==> src/rtl/cpu_types_pkg.sv <==
// Datapath-wide word and register-index types shared by the pipeline stages.
package cpu_types_pkg;

   localparam int unsigned WordW = 32;
   localparam int unsigned RegW  = 5;

   typedef logic [WordW-1:0] word_t;
   typedef logic [RegW-1:0]  regbits_t;

endpackage

==> src/rtl/data_path_muxs_pkg.sv <==
// Mux-select encodings and small FSM state types used across the datapath stages.
package data_path_muxs_pkg;

   typedef enum logic [1:0] {
      RegDestRd = 2'd0,
      RegDestRt = 2'd1,
      RegDestRa = 2'd2
   } reg_dest_mux_selection;

   typedef enum logic [1:0] {
      MemIdle = 2'd0,
      MemBusy = 2'd1,
      MemDone = 2'd2
   } mem_state_t;

endpackage

==> src/rtl/llsc_link_reg.sv <==
// LL/SC link register: remembers the word address of the last LL and reports a match.
module llsc_link_reg
   import cpu_types_pkg::*;
(
   input  logic  clk_i,
   input  logic  rst_i,
   input  logic  set_i,
   input  logic  inval_i,
   input  logic  store_i,
   input  word_t addr_i,
   output logic  match_o
);

   logic  valid_q, valid_d;
   word_t addr_q, addr_d;

   assign match_o = valid_q & (addr_q == addr_i);

   // A new LL wins over a same-cycle invalidate: it re-arms the link afterwards.
   always_comb begin
      valid_d = valid_q;
      addr_d  = addr_q;
      if (inval_i | (store_i & match_o)) begin
         valid_d = 1'b0;
      end
      if (set_i) begin
         valid_d = 1'b1;
         addr_d  = addr_i;
      end
   end

   always_ff @(posedge clk_i) begin
      if (rst_i) begin
         valid_q <= 1'b0;
         addr_q  <= '0;
      end else begin
         valid_q <= valid_d;
         addr_q  <= addr_d;
      end
   end

endmodule

==> src/rtl/mem_wb_stage.sv <==
// MEM stage and MEM/WB register: data-cache handshake, stall generation, write-back latch.
// Define MEM_LLSC_EN to build in the LL/SC link register.
module mem_wb_stage
   import cpu_types_pkg::*;
   import data_path_muxs_pkg::*;
(
   input  logic                  CLK,
   input  logic                  RST,
   input  word_t                 result_EX_MEM,
   input  word_t                 dmemstore_EX_MEM,
   input  logic                  dmemREN,
   input  logic                  dmemWEN,
   input  logic                  is_ll,
   input  logic                  is_sc,
   input  logic                  WEN_EX_MEM,
   input  reg_dest_mux_selection reg_dest_EX_MEM,
   input  regbits_t              Rt_EX_MEM,
   input  regbits_t              Rd_EX_MEM,
   input  logic                  halt_EX_MEM,
   input  word_t                 imemaddr_EX_MEM,
   input  word_t                 next_imemaddr_EX_MEM,
   output logic                  dREN,
   output logic                  dWEN,
   output word_t                 daddr,
   output word_t                 dstore,
   input  logic                  dhit,
   input  word_t                 dload,
   input  logic                  link_inval,
   input  logic                  enable_MEM_WB,
   input  logic                  flush_MEM_WB,
   output logic                  stall_mem,
   output logic                  WEN_MEM_WB,
   output logic                  halt_MEM_WB,
   output reg_dest_mux_selection reg_dest_MEM_WB,
   output regbits_t              Rt_MEM_WB,
   output regbits_t              Rd_MEM_WB,
   output word_t                 result_MEM_WB,
   output word_t                 dload_MEM_WB,
   output word_t                 next_imemaddr_MEM_WB,
   output word_t                 imemaddr_MEM_WB
);

   mem_state_t state_q, state_d;
   word_t      hold_q, hold_d;

   logic  mem_op, pending, hit, sc_fail, load_en;
   word_t result_sel, dload_sel;

   logic                  wen_q, halt_q;
   reg_dest_mux_selection reg_dest_q;
   regbits_t              rt_q, rd_q;
   word_t                 result_q, dload_q, next_pc_q, pc_q;

   assign mem_op    = dmemREN | dmemWEN;
   assign pending   = mem_op & (state_q != MemDone) & ~sc_fail;
   assign hit       = pending & dhit;
   assign dREN      = dmemREN & pending;
   assign dWEN      = dmemWEN & pending;
   assign daddr     = result_EX_MEM;
   assign dstore    = dmemstore_EX_MEM;
   assign stall_mem = pending & ~dhit;
   assign load_en   = enable_MEM_WB & ~stall_mem;

`ifdef MEM_LLSC_EN
   logic link_match;

   // In MemDone the SC has already been issued, so it can no longer fail even though
   // its own store has cleared the link.
   assign sc_fail = is_sc & ~link_match & (state_q != MemDone);

   llsc_link_reg u_link (
      .clk_i   (CLK),
      .rst_i   (RST),
      .set_i   (is_ll & dREN & dhit),
      .inval_i (link_inval),
      .store_i (dWEN & dhit),
      .addr_i  (result_EX_MEM),
      .match_o (link_match)
   );
`else
   logic unused_llsc;

   assign sc_fail     = 1'b0;
   assign unused_llsc = ^{is_ll, link_inval};
`endif

   assign result_sel = is_sc ? {{(WordW-1){1'b0}}, ~sc_fail} : result_EX_MEM;
   assign dload_sel  = hit ? dload : ((state_q == MemDone) ? hold_q : '0);

   always_comb begin
      state_d = state_q;
      hold_d  = hold_q;
      if (flush_MEM_WB) begin
         state_d = MemIdle;
      end else begin
         case (state_q)
            MemIdle, MemBusy: begin
               if (pending & ~dhit) begin
                  state_d = MemBusy;
               end else if (hit & ~enable_MEM_WB) begin
                  state_d = MemDone;
                  hold_d  = dload;
               end else begin
                  state_d = MemIdle;
               end
            end
            MemDone: begin
               if (enable_MEM_WB) begin
                  state_d = MemIdle;
               end
            end
            default: state_d = MemIdle;
         endcase
      end
   end

   always_ff @(posedge CLK) begin
      if (RST) begin
         state_q <= MemIdle;
         hold_q  <= '0;
      end else begin
         state_q <= state_d;
         hold_q  <= hold_d;
      end
   end

   // halt_q is sticky: neither flush nor a later non-halt op can clear it.
   always_ff @(posedge CLK) begin
      if (RST) begin
         wen_q      <= 1'b0;
         halt_q     <= 1'b0;
         reg_dest_q <= RegDestRd;
         rt_q       <= '0;
         rd_q       <= '0;
         result_q   <= '0;
         dload_q    <= '0;
         next_pc_q  <= '0;
         pc_q       <= '0;
      end else if (flush_MEM_WB) begin
         wen_q      <= 1'b0;
         reg_dest_q <= RegDestRd;
         rt_q       <= '0;
         rd_q       <= '0;
         result_q   <= '0;
         dload_q    <= '0;
         next_pc_q  <= '0;
         pc_q       <= '0;
      end else if (load_en) begin
         wen_q      <= WEN_EX_MEM;
         halt_q     <= halt_q | halt_EX_MEM;
         reg_dest_q <= reg_dest_EX_MEM;
         rt_q       <= Rt_EX_MEM;
         rd_q       <= Rd_EX_MEM;
         result_q   <= result_sel;
         dload_q    <= dload_sel;
         next_pc_q  <= next_imemaddr_EX_MEM;
         pc_q       <= imemaddr_EX_MEM;
      end
   end

   assign WEN_MEM_WB           = wen_q;
   assign halt_MEM_WB          = halt_q;
   assign reg_dest_MEM_WB      = reg_dest_q;
   assign Rt_MEM_WB            = rt_q;
   assign Rd_MEM_WB            = rd_q;
   assign result_MEM_WB        = result_q;
   assign dload_MEM_WB         = dload_q;
   assign next_imemaddr_MEM_WB = next_pc_q;
   assign imemaddr_MEM_WB      = pc_q;

endmodule

==> config.mk <==
export PLATFORM = sky130hd
export DESIGN_NAME = mem_wb_stage
export DESIGN_NICKNAME = d
export VERILOG_FILES = /design/src/rtl/cpu_types_pkg.sv /design/src/rtl/data_path_muxs_pkg.sv /design/src/rtl/llsc_link_reg.sv /design/src/rtl/mem_wb_stage.sv
export SDC_FILE = /design/constraint.sdc
export NUM_CORES = 1
export LEC_CHECK = 0
export ABC_AREA = 0
export CORE_MARGIN = 2
export CORE_UTILIZATION = 30
export DETAILED_ROUTE_END_ITERATION = 8
export PLACE_DENSITY = 0.68
export SYNTH_ARGS = -nofsm -noshare
export SYNTH_HDL_FRONTEND = slang
export SYNTH_SLANG_ARGS = --single-unit
==> constraint.sdc <==
create_clock -name CLK -period 3.4 [get_ports CLK]
set_clock_uncertainty 0.05 [all_clocks]
set_input_delay 0.51 -clock CLK [delete_from_list [all_inputs] [get_ports CLK]]
set_output_delay 0.51 -clock CLK [all_outputs]
set_load 0.02 [all_outputs]
After elaboration in Yosys (flattened, before gate mapping)

Cells that the tools add are included.

Bits of input ports: 184
Logic and storage cells: 40
Output and inout port bits: 209
Register bits: 176

Bitwise logic cells: 13
Multiplexer cells: 7
Reductions and logical operators: 5
Equality and inequality tests: 4

Operators by type and width:

| cell                                                            | count |
|---|---|
| 32-bit two-way mux                                              | 3 |
| 1-bit bitwise AND                                               | 7 |
| 2-bit two-way mux                                               | 3 |
| 2-bit != test, second input constant                            | 2 |
| 1-bit inverter                                                  | 4 |
| 2-bit case mux with 2 select lines                              | 1 |
| 4-bit AND reduction                                             | 1 |
| 2-bit OR reduction                                              | 2 |
| 2-bit by 1-bit == test with 1-bit output, second input constant | 1 |
| 2-bit == test, second input constant                            | 1 |
| 2-bit logical NOT                                               | 1 |
| 1-bit OR                                                        | 2 |
| 2-bit AND reduction                                             | 1 |

Logic depth before layout (Yosys ltp)

Depth after elaboration: 7
Mapped depth: 7
Depth with buffers taken out: 3

Least setup slack after synthesis

OpenSTA, ideal clock, no wires.

Kind: input to output
Start: in dhit
End: out stall_mem
Slack: 1469 ps
Data arrival time: 1371 ps
Stages on the path: 3
Buffers on the path: 2
Required time: 2840 ps
Cells stage by stage: buf_2 -> buf_1 -> nor3_1

Cells in the longest elaborated chain, start to end: 2

RTL lines:

| what              | RTL line           | text |
|---|---|---|
| start, declared   | mem_wb_stage.sv:26 | `input logic dhit,` |
| 1-bit inverter    | mem_wb_stage.sv:61 | `assign stall_mem = pending & ~dhit;` |
| 1-bit bitwise AND | mem_wb_stage.sv:61 |  |
| end, declared     | mem_wb_stage.sv:31 | `output logic stall_mem,` |

No other way between the ends.

Worst setup path in the final report

Start: reg state_q[1]
End: out stall_mem

Cells in the longest elaborated chain, start to end: 3

RTL lines:

| what                   | RTL line            | text |
|---|---|---|
| start, declared        | mem_wb_stage.sv:43  | `mem_state_t state_q, state_d;` |
| start signal, assigned | mem_wb_stage.sv:119 | `state_q <= MemIdle;` |
| start signal, assigned | mem_wb_stage.sv:122 | `state_q <= state_d;` |
| 2-bit != test          | mem_wb_stage.sv:55  | `assign pending = mem_op & (state_q != MemDone) & ~sc_fail;` |
| 1-bit bitwise AND      | mem_wb_stage.sv:55  |  |
| 1-bit bitwise AND      | mem_wb_stage.sv:61  |  |

No other way between the ends.

==> key figures <==
Global routing
  – Antenna violations before repair: 1
  – GR Util All Layers: 0.165
  – First-pass GRT wire length: 37.7 mm
  – Remaining Overflow, GRT: 0
  – Met3 Usage GRT: 0.0648
  – Pin count of the biggest net entering global routing: 132
  – Grt met1 use: 0.204
  – Most Crowded Layer GR: met2
  – GRT met2 Usage: 0.272
  – Number of global-route vias before repair: 7099

Route
  – 1st-iter DRT viols: 415
  – Post-route ant nets: 0
  – Vias/cell: 4.72
  – Final WL: 24.1 mm
  – Drt wl/cell: 15.7 µm
  – Via count: 7231
  – Residual DRC: 0
  – TritonRoute pass-1 iters: 5

Pwr
  – Pwr dens: 415 mW/mm²
  – Peak supply drop: 0.352 mV
  – Total power: 4910 µW
  – Static leakage: 0.00427 µW

Clocking
  – Latest clock arrival within the worst-skew pair: 0.42 ns
  – Setup bufs post-CTS: 0
  – CTS root buf: clkbuf_16
  – Clock slew at reported path FFs: 0.07 ns
  – Clock Path Buffers: 2
  – # hold bufs at CTS: 0
  – Max H-tree Level: 4
  – CTS tree: built
  – Num CTS Buffers: 17
  – Post-cts resize count: 0
  – CTS sink count: 176

Worst setup path
  – Crit path arrival time: 2.10 ns
  – CP startpoint kind: register
  – Crit-path max cell delay: 0.57 ns
  – Slowest cell on the critical path: nor2b_2
  – Critical path class: register to output port
  – CP Data Required Time: 2.84 ns
  – Crit-path cells: nor2b_2 > nor3_1 > clkdlybuf4s50_1
  – Worst-path fanout max: 12
  – CP Capture Type: output port

Yosys
  – Cell taking the most area after synthesis: dfxtp_1
  – Synth unique cells: 28
  – Post-Syn Nets: 1140
  – Sequential share of the synthesized area: 0.434
  – Flops & latches, synth: 176
  – Top-area cell type share of the netlist area: 0.434
  – Ys async rst share: 0
  – Ys flop type: dfxtp_1
  – Ranking of synthesized cells by area: dfxtp_1, mux2i_1, nand2_1
  – Post-synthesis cell area: 0.00811 mm²
  – Yosys warnings: 0
  – Avg Inst Size Synth: 8.49 µm²
  – Gate Count Post-Synth: 956
  – Number of flops mapped to enable cells by yosys: 0

Timing
  – Fin. Hold Viols: 0
  – Fmax achieved: 376 MHz
  – Unrepaired setup endpoints after global routing: no
  – Slack of the critical path: 0.742 ns
  – Slew Limit Headroom: 0.495
  – Final period utilization: 0.782
  – Setup TNS Final: 0 ns
  – Least-Margin Pin Slew: 0.757 ns
  – Minimum clock period: 2.66 ns
  – Setup Viol. Count Final: 0
  – Slew Limit Fails: 0

Finish
  – Share of cells above drive strength 1: 0.0529
  – Fin nets: 1362
  – # diodes: 0
  – Fin cells: 1532
  – Area Growth Syn to Fin: 45.8%

Die
  – Die footprint: 0.0284 mm²
  – Initial Utilization: 0.304
  – Die H: 168 µm
  – Core Area: 0.0267 mm²
  – I/O pins: 393
  – Die width: 168 µm
  – Cell row count: 60

Placement
  – Pre-CTS setup slack: 0.726 ns
  – Port Buf Inserts: 326
  – Final GP Congestion: 0.816
  – Placed cell count: 1500
  – Dpl hpwl: 16.5 mm

Outcome
  – Status: complete, no violations

Hold path
  – Class of the worst hold path: register to register

Job
  – Max Cap Viol: 0
[synthesized netlist by cell type, types with 2 or more instances]
library cell / instances
nand2_1: 281
and2_1: 2
buf_2: 17
or2_2: 2
nand3b_1: 31
clkbuf_1: 52
nor3_1: 2
buf_1: 7
buf_4: 69
nor2_1: 67
a311o_1: 32
mux2i_1: 140
nand3_1: 32
o21a_1: 2
a31oi_1: 32
dfxtp_1: 176
[report_power, final]
part / switching [µW] / internal (µW) / leakage, µW / total [µW]
clock: 960 / 1000 / 0.000289 / 1960
combinational: 391 / 407 / 0.00255 / 798
sequential: 35.2 / 2120 / 0.00143 / 2160
total: 1390 / 3530 / 0.00427 / 4910
[stage by stage]
| step | hold slack (ns) | utilization | area [µm²] |
|---|---|---|---|
| after floorplan | 0.385 | - | 8110 |
| after global placement | 0.390 | 0.421 | 11300 |
| after detailed placement | 0.397 | 0.421 | 11300 |
| after CTS | 0.409 | 0.443 | 11800 |
| after global routing | 0.425 | 0.443 | 11800 |
| final | 0.404 | 0.443 | 11800 |
[placed cells by master (no fill, tap or decap)]
cell,instances
o21a_1,2
o21ai_1,1
buf_4,16
a22o_1,1
nor4_4,1
clkdlybuf4s50_1,326
nand3b_1,31
clkinv_4,4
nor3_1,2
buf_12,7
or2_2,2
mux2i_1,140
nor4_1,1
a31oi_1,32
clkbuf_16,17
nor2_1,66
nor3b_1,1
clkbuf_8,1
o31a_2,1
inv_8,4
inv_6,3
and2_1,2
nand3_1,32
inv_2,1
nand2_1,281
o311ai_0,1
nor2b_2,1
o211a_1,1
clkinv_8,2
dfxtp_1,176
clkinv_2,1
a311o_1,32
nor2_4,1
nand2b_2,1
[state kept, by name, indices dropped and copies added, names as in the netlist]
register and cells:
Rd_MEM_WB 5, Rt_MEM_WB 5, WEN_MEM_WB 1, dload_MEM_WB 32
halt_MEM_WB 1, hold_q 32, imemaddr_MEM_WB 32, next_imemaddr_MEM_WB 32
reg_dest_MEM_WB 2, result_MEM_WB 32, state_q 2
[kinds of logic after synthesis]
family,after synthesis,synth area share
simple gates,422,0.219
flops,176,0.434
compound gates,71,0.0711
buf+inv,147,0.103
mux,140,0.173
[layer usage]
layer	routed length, µm	up-vias
li1	-	3579
met1	10300	3366
met2	11300	263
met3	2130	23
met4	335	0
met5	0	-
[layout make-up]
class / count / area, µm²
Fill cell: 2577 / 14900
Multi-Input combinational cell: 633 / 3770
Sequential cell: 176 / 3520
Timing Repair Buffer: 349 / 3520
Clock buffer: 18 / 439
Tap cell: 341 / 427
Clock inverter: 14 / 144
Inverter: 1 / 3.75
[path summary, 6_finish.rpt]
path	from	to	slack, ns	cells after the start
worst max-delay path	state_q[1]	stall_mem	0.74	3
worst min-delay path	next_imemaddr_MEM_WB[8]	next_imemaddr_MEM_WB[8]	0.40	2
worst max register to register	state_q[1]	result_MEM_WB[5]	1.00	4
worst min register to register	next_imemaddr_MEM_WB[8]	next_imemaddr_MEM_WB[8]	0.40	2
[worst max-delay path: cells and delay by family, from the launching register on]
family,cells,cell delay [ns]
and+or+nand+nor,2,0.66
buffers and inverters,1,0.56
DFF,1,0.45
Power figures use the tool's default switching activity.
